<file path="src/rtl/sdram_port_client_if.sv">
// sdram_port_client_if: one toggle-handshake SDRAM controller port.
// A request is outstanding while req != ack; the controller completes it
// by making ack equal to req, with q valid in that same cycle.
interface sdram_port_client_if;
    logic        req;
    logic        ack;
    logic        we;
    logic [22:0] a;
    logic [1:0]  ds;
    logic [15:0] d;
    logic [15:0] q;

    modport master (output req, we, a, ds, d, input ack, q);
    modport slave  (input req, we, a, ds, d, output ack, q);
endinterface

</file>
<file path="src/rtl/sdram_port_client.sv">
// sdram_port_client: bridges an 8-bit strobe-driven CPU/DMA bus onto one
// toggle-handshake SDRAM controller port (16-bit words). Issues toggle
// requests, steers bytes, and abandons a request if no ack arrives within
// TIMEOUT cycles.
// Optional build macro SDRAM_PORT_CLIENT_RCACHE_EN adds a one-word
// write-through read cache; without it every read goes to the port.
module sdram_port_client #(
    parameter int TIMEOUT = 64,
    parameter int TW      = 7
) (
    input  logic        clk,
    input  logic        reset,
    input  logic        cpu_rd_i,
    input  logic        cpu_wr_i,
    input  logic [23:0] cpu_addr_i,
    input  logic [7:0]  cpu_din_i,
    output logic [7:0]  cpu_dout_o,
    output logic        cpu_dout_valid_o,
    output logic        cpu_busy_o,
    output logic        err_timeout_o,
    output logic        err_overrun_o,
    sdram_port_client_if.master port
);
    typedef enum logic [1:0] {ST_SYNC, ST_IDLE, ST_WAIT_ACK} state_t;

    state_t        state_q, state_d;
    logic          req_q, req_d;
    logic          we_q, we_d;
    logic [22:0]   a_q, a_d;
    logic [1:0]    ds_q, ds_d;
    logic [15:0]   d_q, d_d;
    logic [7:0]    dout_q, dout_d;
    logic          dvld_q, dvld_d;
    logic          to_q, to_d;
    logic          ov_q, ov_d;
    logic [TW-1:0] tmr_q, tmr_d;

    logic strobe;
    logic acked;
    logic issue;

    function automatic logic [7:0] sel_byte(input logic [15:0] w, input logic hi);
        return hi ? w[15:8] : w[7:0];
    endfunction

    assign strobe = cpu_rd_i | cpu_wr_i;
    assign acked  = (port.ack == req_q);

`ifdef SDRAM_PORT_CLIENT_RCACHE_EN
    logic        cvld_q, cvld_d;
    logic [22:0] ctag_q, ctag_d;
    logic [15:0] cdat_q, cdat_d;
    logic        chit;
    logic        serve;

    assign chit  = cvld_q && (ctag_q == cpu_addr_i[23:1]);
    // A pure read that hits is answered locally; write wins over read.
    assign serve = cpu_rd_i && !cpu_wr_i && chit;
    assign issue = strobe && !serve;
`else
    assign issue = strobe;
`endif

    // Next-state and register-update logic for the request FSM.
    always_comb begin
        state_d = state_q;
        req_d   = req_q;
        we_d    = we_q;
        a_d     = a_q;
        ds_d    = ds_q;
        d_d     = d_q;
        dout_d  = dout_q;
        dvld_d  = 1'b0;
        to_d    = to_q;
        ov_d    = ov_q;
        tmr_d   = tmr_q;
`ifdef SDRAM_PORT_CLIENT_RCACHE_EN
        cvld_d  = cvld_q;
        ctag_d  = ctag_q;
        cdat_d  = cdat_q;
`endif
        case (state_q)
            ST_SYNC: begin
                // Adopt whatever ack the controller holds, so nothing is pending.
                req_d   = port.ack;
                state_d = ST_IDLE;
                if (strobe) ov_d = 1'b1;
            end
            ST_IDLE: begin
`ifdef SDRAM_PORT_CLIENT_RCACHE_EN
                if (serve) begin
                    dout_d = sel_byte(cdat_q, cpu_addr_i[0]);
                    dvld_d = 1'b1;
                end
                if (cpu_wr_i && chit) begin
                    if (cpu_addr_i[0]) cdat_d[15:8] = cpu_din_i;
                    else               cdat_d[7:0]  = cpu_din_i;
                end
`endif
                if (issue) begin
                    a_d     = cpu_addr_i[23:1];
                    ds_d    = cpu_addr_i[0] ? 2'b10 : 2'b01;
                    we_d    = cpu_wr_i;
                    d_d     = {cpu_din_i, cpu_din_i};
                    req_d   = ~req_q;
                    tmr_d   = '0;
                    state_d = ST_WAIT_ACK;
                end
            end
            ST_WAIT_ACK: begin
                if (strobe) ov_d = 1'b1;
                if (acked) begin
                    state_d = ST_IDLE;
                    if (!we_q) begin
                        dout_d = sel_byte(port.q, ds_q[1]);
                        dvld_d = 1'b1;
`ifdef SDRAM_PORT_CLIENT_RCACHE_EN
                        cvld_d = 1'b1;
                        ctag_d = a_q;
                        cdat_d = port.q;
`endif
                    end
                end else if (tmr_q == TW'(TIMEOUT - 1)) begin
                    // Abandon: re-align req to ack so a late ack changes nothing.
                    to_d    = 1'b1;
                    req_d   = port.ack;
                    state_d = ST_IDLE;
`ifdef SDRAM_PORT_CLIENT_RCACHE_EN
                    cvld_d  = 1'b0;
`endif
                end else begin
                    tmr_d = tmr_q + 1'b1;
                end
            end
            default: state_d = ST_SYNC;
        endcase
    end

    // State, bus and status registers; reset returns to SYNC and drops any pending work.
    always_ff @(posedge clk) begin
        if (reset) begin
            state_q <= ST_SYNC;
            we_q    <= 1'b0;
            a_q     <= '0;
            ds_q    <= '0;
            d_q     <= '0;
            dout_q  <= '0;
            dvld_q  <= 1'b0;
            to_q    <= 1'b0;
            ov_q    <= 1'b0;
            tmr_q   <= '0;
`ifdef SDRAM_PORT_CLIENT_RCACHE_EN
            cvld_q  <= 1'b0;
`endif
        end else begin
            state_q <= state_d;
            we_q    <= we_d;
            a_q     <= a_d;
            ds_q    <= ds_d;
            d_q     <= d_d;
            dout_q  <= dout_d;
            dvld_q  <= dvld_d;
            to_q    <= to_d;
            ov_q    <= ov_d;
            tmr_q   <= tmr_d;
`ifdef SDRAM_PORT_CLIENT_RCACHE_EN
            cvld_q  <= cvld_d;
`endif
        end
    end

    // Request toggle is held through reset and re-aligned to ack in SYNC.
    always_ff @(posedge clk) begin
        if (!reset) req_q <= req_d;
    end

`ifdef SDRAM_PORT_CLIENT_RCACHE_EN
    // Cached word and tag are qualified by the valid bit, so they need no reset.
    always_ff @(posedge clk) begin
        ctag_q <= ctag_d;
        cdat_q <= cdat_d;
    end
`endif

    assign port.req         = req_q;
    assign port.we          = we_q;
    assign port.a           = a_q;
    assign port.ds          = ds_q;
    assign port.d           = d_q;
    assign cpu_dout_o       = dout_q;
    assign cpu_dout_valid_o = dvld_q;
    assign cpu_busy_o       = (state_q != ST_IDLE);
    assign err_timeout_o    = to_q;
    assign err_overrun_o    = ov_q;
endmodule
</file>
<file path="src/flat_wrapper.sv">
// flat-port wrapper written by rule: the top's interface ports become plain ports
module sdram_port_client_flat 
#(
    parameter int TIMEOUT = 64,
    parameter int TW      = 7
)
  (clk, reset, cpu_rd_i, cpu_wr_i, cpu_addr_i, cpu_din_i, cpu_dout_o, cpu_dout_valid_o, cpu_busy_o, err_timeout_o, err_overrun_o, port_req, port_we, port_a, port_ds, port_d, port_ack, port_q);
  sdram_port_client_if port_i ();
  input  logic clk;
  input  logic reset;
  input  logic cpu_rd_i;
  input  logic cpu_wr_i;
  input  logic [23:0] cpu_addr_i;
  input  logic [7:0] cpu_din_i;
  output logic [7:0] cpu_dout_o;
  output logic cpu_dout_valid_o;
  output logic cpu_busy_o;
  output logic err_timeout_o;
  output logic err_overrun_o;
  output wire logic [$bits(port_i.req)-1:0] port_req;
  output wire logic [$bits(port_i.we)-1:0] port_we;
  output wire logic [$bits(port_i.a)-1:0] port_a;
  output wire logic [$bits(port_i.ds)-1:0] port_ds;
  output wire logic [$bits(port_i.d)-1:0] port_d;
  input wire logic [$bits(port_i.ack)-1:0] port_ack;
  input wire logic [$bits(port_i.q)-1:0] port_q;
  assign port_req = port_i.req;
  assign port_we = port_i.we;
  assign port_a = port_i.a;
  assign port_ds = port_i.ds;
  assign port_d = port_i.d;
  assign port_i.ack = port_ack;
  assign port_i.q = port_q;
  sdram_port_client #(.TIMEOUT(TIMEOUT), .TW(TW)) u_core (.clk(clk), .reset(reset), .cpu_rd_i(cpu_rd_i), .cpu_wr_i(cpu_wr_i), .cpu_addr_i(cpu_addr_i), .cpu_din_i(cpu_din_i), .cpu_dout_o(cpu_dout_o), .cpu_dout_valid_o(cpu_dout_valid_o), .cpu_busy_o(cpu_busy_o), .err_timeout_o(err_timeout_o), .err_overrun_o(err_overrun_o), .port(port_i));
endmodule
</file>
<file path="config.mk">
export PLATFORM = sky130hd
export DESIGN_NAME = sdram_port_client_flat
export DESIGN_NICKNAME = d
export VERILOG_FILES = /design/src/rtl/sdram_port_client_if.sv /design/src/rtl/sdram_port_client.sv /design/src/flat_wrapper.sv
export SDC_FILE = /design/constraint.sdc
export NUM_CORES = 1
export LEC_CHECK = 0
export ABC_AREA = 1
export CAP_MARGIN = 20
export CORE_ASPECT_RATIO = 0.7
export CORE_UTILIZATION = 35
export DETAILED_ROUTE_END_ITERATION = 10
export GPL_ROUTABILITY_DRIVEN = 1
export PLACE_DENSITY_LB_ADDON = 0.08
export SLEW_MARGIN = 40
export SYNTH_ARGS = -nofsm -noshare
export SYNTH_HDL_FRONTEND = slang
export SYNTH_SLANG_ARGS = --single-unit
</file>
<file path="constraint.sdc">
create_clock -name clk -period 1.64 [get_ports clk]
set_clock_uncertainty 0.1 [all_clocks]
set_input_delay 0.164 -clock clk [delete_from_list [all_inputs] [get_ports clk]]
set_output_delay 0.164 -clock clk [all_outputs]
set_load 0.05 [all_outputs]
</file>
Word level (Yosys, flattened, before mapping)
Cells that the tools add are included.

word-level totals
  input port bits = 53
  flip-flop bits (word level) = 63
  output and inout bits = 55
  logic and storage cells = 55

operators by class
  equal/unequal tests = 10
  add/subtract/negate cells = 1
  mux-type cells = 15
  reduce and logical (&&, ||, !) cells = 12
  bitwise logic cells = 6

operators with widths
  kind                   number
  $mux W7                3
  $pmux W7 S2            1
  $mux W2                4
  $mux W8                1
  $add A7 B1 Y7 const B  1
  $eq A7 B6 Y1 const B   1
  $ne A2 B1 Y1 const B   3
  $pmux W2 S3            1
  $reduce_and A2 Y1      3
  $reduce_and A3 Y1      2
  $not A1 Y1             5
  $reduce_and A5 Y1      1
  $mux W1                4
  $ne A2 B2 Y1 const B   2
  $reduce_and A4 Y1      1
  $ne A3 B1 Y1 const B   1
  $pmux W1 S3            1
  $reduce_bool A3 Y1     1
  $reduce_or A3 Y1       1
  $eq A2 B1 Y1 const B   1
  $eq A2 B2 Y1 const B   1
  $logic_not A2 Y1       1
  $reduce_bool A2 Y1     1
  $reduce_or A2 Y1       1
  other kinds (2)        2

Logic depth before layout (Yosys ltp)
Gate-level depths: netlist of run 1.

  word-level depth = 4
  mapped depth = 9
  mapped depth without buffers = 9

Worst setup path before layout of run 1
OpenSTA, ideal clock, no wires.

  path kind = register to register
  from = register u_core.req_q (netlist: u_core.port.req)
  to = register u_core.req_q (netlist: u_core.port.req), enable pin
  period minus slack after synthesis = 1617 ps
  library setup time = 304 ps
  arrival = 1213 ps
  slack = 23 ps
  data required time = 1236 ps
  buffers on the path = 0
  stages on the path, launching flop included = 8
  path through = edfxtp_1 inv_1 nand2_1 nand2_1 inv_1 nand2_1 nand3_1 a21oi_1

on the way
  word-level cells in the longest chain between the ends = 3

ends and longest elaborated chain
  what                         line                      source
  start, declared              sdram_port_client.sv:27   logic req_q, req_d;
  start signal, assigned       sdram_port_client.sv:174  if (!reset) req_q <= req_d;
  $eq A1 B1 Y1                 sdram_port_client.sv:47   assign acked = (port.ack == req_q);
  $ne A2 B2 Y1 (no line)       --
  $reduce_and A5 Y1 (no line)  --

Every way passes these cells.
A chain may end at the register's enable or synchronous reset.

Final worst setup path of run 1
  from = register u_core.state_q[0]
  to = output port cpu_busy_o

on the way
  word-level cells in the longest chain between the ends = 1

ends and longest elaborated chain
  what                    line                      source
  start, declared         sdram_port_client.sv:26   state_t state_q, state_d;
  start signal, assigned  sdram_port_client.sv:156  state_q <= state_d;
  $ne A2 B1 Y1            sdram_port_client.sv:192  assign cpu_busy_o = (state_q != ST_IDLE);
  end, declared           flat_wrapper.sv:17        output logic cpu_busy_o;

Every way passes these cells.

==> reports/results.tsv, run 1 <==
metric	value	unit
Core Area	6340	sq um
Required @ worst endpoint	1.38	ns
Clock transition at path regs	0.09	ns
Fmax	0.693	GHz
worst IR drop on VDD	0.414	mV
worst hold start	cpu_wr_i	
cell depth of the worst hold path	3	
cell family with most CP delay	flip-flops	
crit-path max FO	6	
clock sink count	55	
Worst-Margin Slew	0.312	ns
placed cell count	480	
reg2reg path depth	9	
Port Buf Inserts	107	
Die H	70.4	microns
PwrDens	1030	nW/um^2
Hold Path Class	input port to flip-flop	
Residual DRC	0	
Setup crit end kind	output port	
Seq/Total Area, Yosys	47.5	%
CTS hold repair buffers	0	
Mapped Cells	296	
via count	2188	
Pleak	0.00146	uW
synthesized area	2340	sq um
H-tree Lvls	2	
WP data arrival	1.18	ns
commonest non-fill, non-tap cell in the layout	nor2_1	
max cap viols	0	
Initial DRT Pass Iterations	4	
vias in the first global route	2000	
type of origin of the critical path	flip-flop	
Final period util	87.9	%
Slowest cell on crit path	dfxtp_1	
GRT Residual Overflow	0	
Synth Net Count	350	
Hold Path End	u_core.port.we	
R2R Setup Slk	0.20	ns
most frequent cells in the layout	79 x nor2_1, 61 x buf_4, 53 x dfxtp_1	
Yosys top cell area share	46.2	%
DRT Wirelength	5700	microns
Die Wd	99.7	microns
critical path class	flip-flop to output port	
Slew Limit Fails	0	
minimum clock period	1.44	ns
# diodes	0	
starting density of the core	36.9	%
Critical Path, Cell by Cell	inv_2 -> nor2_4 -> inv_1 -> buf_12	
# fillers	631	
post-synthesis register bit count	55	
Num CTS Buffers	5	
GPL Wtd Cong	0.818	
Synth area leader	dfxtp_1	
Yosys cell types	32	
Slew headroom	79.2	%
Clock Latency Late Sink	0.30	ns
CTS root buffer	clkbuf_8	
syn avg cell area	7.90	sq um
CP Launch Point	u_core.state_q[0]	
RSZ-0062 raised after global routing	false	
wire per inst	11.7	microns
Detail Placement HPWL	4120	microns
worst stage delay on the critical path	0.36	ns
Hold Fails Final Rpt	0	
CTS tree	done	
antenna viol nets, final	0	
1st-iter DRT viols	81	
largest net degree at the start of global routing	33	
die area	7020	sq um
Ports	108	
reg2reg end	u_core.tmr_q[6]	
final setup vio count	0	
initial antenna violation count	0	
Critical path buffers and inverters	3	
total track usage	16.5	%
filler-free cell count of the finished design	488	
global-route wire length before repair	9200	microns
Syn-to-layout area delta	47.4	%
Nets	450	
drt via density	4.48	
Reg2Reg Launch Point	u_core.tmr_q[1]	
final core occ	54.4	%
clock buffer depth	2	
Synth area leaders	dfxtp_1 46%, nor2_1 13%, o21ai_0 8.6%, nand2_1 4.0%, buf_4 3.5%	
Row Count	24	
layout cell share with drive strength beyond 1	23.4	%
outcome	complete, no violations	
YS warnings	0	
==> registers in the layout (all words and copies together), names as in the netlist <==
register and cells:
u_core.cpu_dout_o 8, u_core.err_timeout_o 1, u_core.port.ds 2, u_core.port.we 1, u_core.state_q 2, u_core.port.a 23
u_core.err_overrun_o 1, u_core.cpu_dout_valid_o 1, u_core.tmr_q 7, u_core.port.d 8, u_core.port.req 1
==> worst register-to-register path: cells and delay by family, from the launching register on <==
kind                     cells  cell delay, ns
flip-flops                   1            0.36
AND/OR/NAND/NOR              8            0.73
adder cells (fa/ha/maj)      1            0.20
==> how the worst max path moves through the flow <==
| stage | end | slack, ns | depth (start not counted) |
|---|---|---|---|
| 6_report | cpu_busy_o | 0.20 | 4 |
| 5_1_grt | u_core.tmr_q[5] | 0.02 | 9 |
| 4_1_cts | u_core.port.ds[0] | 0.13 | 6 |
| 3_5_place_dp | u_core.port.ds[0] | -0.06 | 7 |
| 3_3_place_gp | u_core.port.ds[0] | -0.04 | 7 |
| 2_1_floorplan | u_core.port.req | 0.02 | 7 |
==> where the power goes <==
| part | leakage, uW | switching, uW | internal (uW) |
|---|---|---|---|
| Combinational | 0.000944 | 680 | 381 |
| Clock | 0.0000636 | 421 | 549 |
| Sequential | 0.000453 | 66.1 | 1450 |
| Total | 0.00146 | 1170 | 2380 |
==> metal layers <==
metal	vias to the layer above	global-route usage, %	part of all wire [%]
met5	-	0	0
met4	0	4.90	0.88
li1	1143	-	-
met1	970	22.6	51
met2	70	25.4	42
met3	5	4.30	6.9
==> metrics by stage <==
stage / hold WS [ns] / setup TNS (ns) / power (uW) / worst slack [ns] / area, sq um
after floorplan: 0.202 / 0 / 2250 / 0.0233 / 2340
after global placement: 0.367 / -0.0371 / 2600 / -0.0371 / 3320
after detailed placement: 0.372 / -0.298 / 2610 / -0.0597 / 3320
after CTS: 0.346 / 0 / 3590 / 0.131 / 3440
after global routing: 0.355 / 0 / 3730 / 0.0242 / 3450
final: 0.349 / 0 / 3550 / 0.198 / 3450
==> area by class of cell <==
type                    count  area [sq um]  area share, %
flip-flops and latches     55          1110           32.2
repair buffers            115          1020           29.5
clock inverters             1          30.0          0.871
clock buffers               7          97.6           2.83
multi-input cells         203          1010           29.3
well taps                  91           114           3.30
inverters                  16          66.3           1.92
==> cells in the mapped netlist, drive strengths merged <==
cell type	number
nor2	83
dfxtp	54
o21ai	42
nand2	32
a21oi	18
buf	16
inv	15
nand3	12
mux2i	8
clkbuf	6
o21bai	2
a21boi	1
clkinv	1
edfxtp	1
ha	1
nand3b	1
nand4	1
nor3	1
nor3b	1
==> cells by family (layout without fill, tap and decap cells) <==
| group | Yosys count | count (layout) | share of synthesized area, % |
|---|---|---|---|
| mux | 8 | 8 | 3.42 |
| buf+inv | 38 | 139 | 9.41 |
| compound gates | 63 | 63 | 14.4 |
| flops | 55 | 55 | 47.5 |
| simple gates | 131 | 131 | 24.7 |
| fa+ha+maj | 1 | 1 | 0.535 |
==> repair_timing <==
action / CTS / global route
gates resized for setup: 0 / 4
endpoints found under the setup margin: 0 / 2
buffers inserted: 0 / 0
No activity file was read; power rests on OpenSTA's default activity.
==> inputs of run 2 (changes only) <==
--- a/config.mk
+++ b/config.mk
@@ -10,7 +10,6 @@
 export CORE_ASPECT_RATIO = 0.7
 export CORE_UTILIZATION = 35
 export DETAILED_ROUTE_END_ITERATION = 10
-export GPL_ROUTABILITY_DRIVEN = 1
 export PLACE_DENSITY_LB_ADDON = 0.08
 export SLEW_MARGIN = 40
 export SYNTH_ARGS = -nofsm -noshare
==> results of run 2 <==
The final DEF is identical to that of run 1; final timing and power are the same.
==> inputs of run 3 (changes only) <==
--- a/config.mk
+++ b/config.mk
@@ -10,7 +10,7 @@
 export CORE_ASPECT_RATIO = 0.7
 export CORE_UTILIZATION = 35
 export DETAILED_ROUTE_END_ITERATION = 10
-export PLACE_DENSITY_LB_ADDON = 0.08
+export PLACE_DENSITY = 0.7
 export SLEW_MARGIN = 40
 export SYNTH_ARGS = -nofsm -noshare
 export SYNTH_HDL_FRONTEND = slang
==> run 3 against run 2 <==
  * Maximum frequency down 7.3%
  * Utilization down 0.41 points
  * Total power down 4.4%
  * Sequential share of layout area up 0.21 points
  * Design area down 0.76%
  * Critical path depth down 2
  * Via count up 2.3%
  * Global-route usage up 1.7 points
  * Highest routed layer unchanged
  * Hold slack better by 0.016 ns
  * Largest cell class unchanged
  * Non-clock buffer count up 1
  * Clock power down 17%
  * First-iteration DRC count down 22%
==> reports/results.tsv, run 3 (synthesis gave the netlist of run 1 again) <==
metric	value	unit	change
H-tree Lvls	2		unchanged
# diodes	0		unchanged
setup TNS	0	ns	unchanged
Die Wd	99.7	microns	unchanged
total track usage	18.2	%	+1.7 points
Clock Latency Late Sink	0.31	ns	about the same
CTS hold repair buffers	0		unchanged
global-route wire length before repair	9940	microns	+8.0%
CP Launch Point	u_core.port.ds[1]		
1st-iter DRT viols	63		-22%
Hold Fails Final Rpt	0		unchanged
crit-path max FO	10		+4
CTS root buffer	clkbuf_8		
filler-free cell count of the finished design	489		+0.20%
final setup vio count	0		unchanged
minimum clock period	1.56	ns	+0.114 ns
largest net degree at the start of global routing	33		unchanged
Reg2Reg Launch Point	u_core.tmr_q[1]		
DRT Wirelength	6100	microns	+7.0%
initial antenna violation count	0		unchanged
Setup crit end kind	output port		
max reg flops	23		unchanged
Detail Placement HPWL	4480	microns	+8.6%
Final period util	94.9	%	+6.9 points
die area	7020	sq um	unchanged
commonest non-fill, non-tap cell in the layout	nor2_1		
Die H	70.4	microns	unchanged
GRT Residual Overflow	0		unchanged
antenna viol nets, final	0		unchanged
most frequent cells in the layout	79 x nor2_1, 62 x buf_4, 54 x dfxtp_1		
type of origin of the critical path	flip-flop		
Residual DRC	0		unchanged
Fmax	0.643	GHz	-7.3%
Initial DRT Pass Iterations	4		unchanged
drt via density	4.58		+2.1%
clock buffer depth	2		unchanged
Row Count	24		unchanged
critical path class	flip-flop to output port		
Clock transition at path regs	0.10	ns	about the same
Ports	108		unchanged
CTS tree	done		
worst IR drop on VDD	0.415	mV	+0.46%
worst hold start	cpu_addr_i[11]		
max cap viols	0		unchanged
RSZ-0062 raised after global routing	false		
PwrDens	990	nW/um^2	-3.7%
Slew Limit Fails	0		unchanged
placed cell count	481		+0.21%
vias in the first global route	2136		+6.8%
Worst-Margin Slew	0.503	ns	+0.192 ns
wire per inst	12.5	microns	+6.8%
via count	2239		+2.3%
outcome	complete, no violations		
clock sink count	55		unchanged
Slew headroom	66.4	%	-13 points
Required @ worst endpoint	1.38	ns	about the same
GR Layer Usage met2	28.7	%	+3.4 points
Num CTS Buffers	5		unchanged
WP data arrival	1.29	ns	+0.11 ns
global routing's busiest layer	met2		
GRT met3 Usage	6.21	%	+1.9 points
Port Buf Inserts	107		unchanged
Nets	451		+0.22%
Pleak	0.00146	uW	-0.34%
Core Area	6340	sq um	unchanged
Syn-to-layout area delta	46.3	%	
starting density of the core	36.9	%	unchanged
layout cell share with drive strength beyond 1	23.4	%	-0.059 points
met1 GRT Util	22.2	%	-0.41 points
GPL Wtd Cong	0.815		-0.35%
Hold Path Class	input port to flip-flop		
## run 3: cell count changes in the layout (fill, tap and decap cells not counted), sizes merged
cell	delta
bufinv	-1
buf	+1
clkbuf	-1
inv	+1
clkinv	+1
## run 3: area by class of cell
| type | instances | area (sq um) |
|---|---|---|
| clock buffer | 6 | 82.6 |
| clock inverter | 2 | 15.0 |
| fill | 613 | 2910 |
| inverter | 16 | 66.3 |
| multi-input combinational | 203 | 1010 |
| sequential | 55 | 1110 |
| tap | 91 | 114 |
| timing repair buffer | 116 | 1030 |
## run 3: worst paths after layout
kind / end / slack [ns] / cells after the start
setup / recovery: port_ds[1] / 0.08 / 2
hold / removal: u_core.port.a[10] / 0.37 / 3
setup reg to reg: u_core.tmr_q[6] / 0.10 / 8
hold reg to reg: u_core.port.a[4] / 0.39 / 2
## run 3: layer usage
metal / vias to the layer above / share of wire, %
li1: 1151 / -
met1: 984 / 47
met2: 91 / 42
met3: 13 / 8.5
met4: 0 / 2.5
met5: - / 0
## run 3: power by group
group / switching, uW / leakage (uW) / internal [uW] / total (uW)
Combinational: 678 / 0.000951 / 384 / 1060
Clock: 458 / 0.0000517 / 347 / 805
Sequential: 72.9 / 0.000453 / 1450 / 1520
Total: 1210 / 0.00146 / 2180 / 3390
## run 3: what timing repair did
action	CTS	global route
setup buffers	0	0
gates resized for setup	0	2
setup endpoints to repair	0	2
## run 3: metrics by stage
| stage | instance area (sq um) | hold WS [ns] | utilization (%) | total power [uW] | setup WS (ns) |
|---|---|---|---|---|---|
| global route | 3420 | 0.376 | 54.0 | 3570 | 0.000730 |
| floorplan | 2340 | 0.202 | - | 2250 | 0.0233 |
| global placement | 3320 | 0.358 | 52.4 | 2610 | -0.0368 |
| finish | 3420 | 0.365 | 54.0 | 3390 | 0.0844 |
| detailed placement | 3320 | 0.377 | 52.4 | 2620 | -0.0725 |
| CTS | 3420 | 0.362 | 54.0 | 3420 | 0.0617 |
## run 3: critical path, stage by stage (launching register included)
cell and delay (ns):
dfxtp_1 0.65, buf_4 0.21, buf_12 0.13
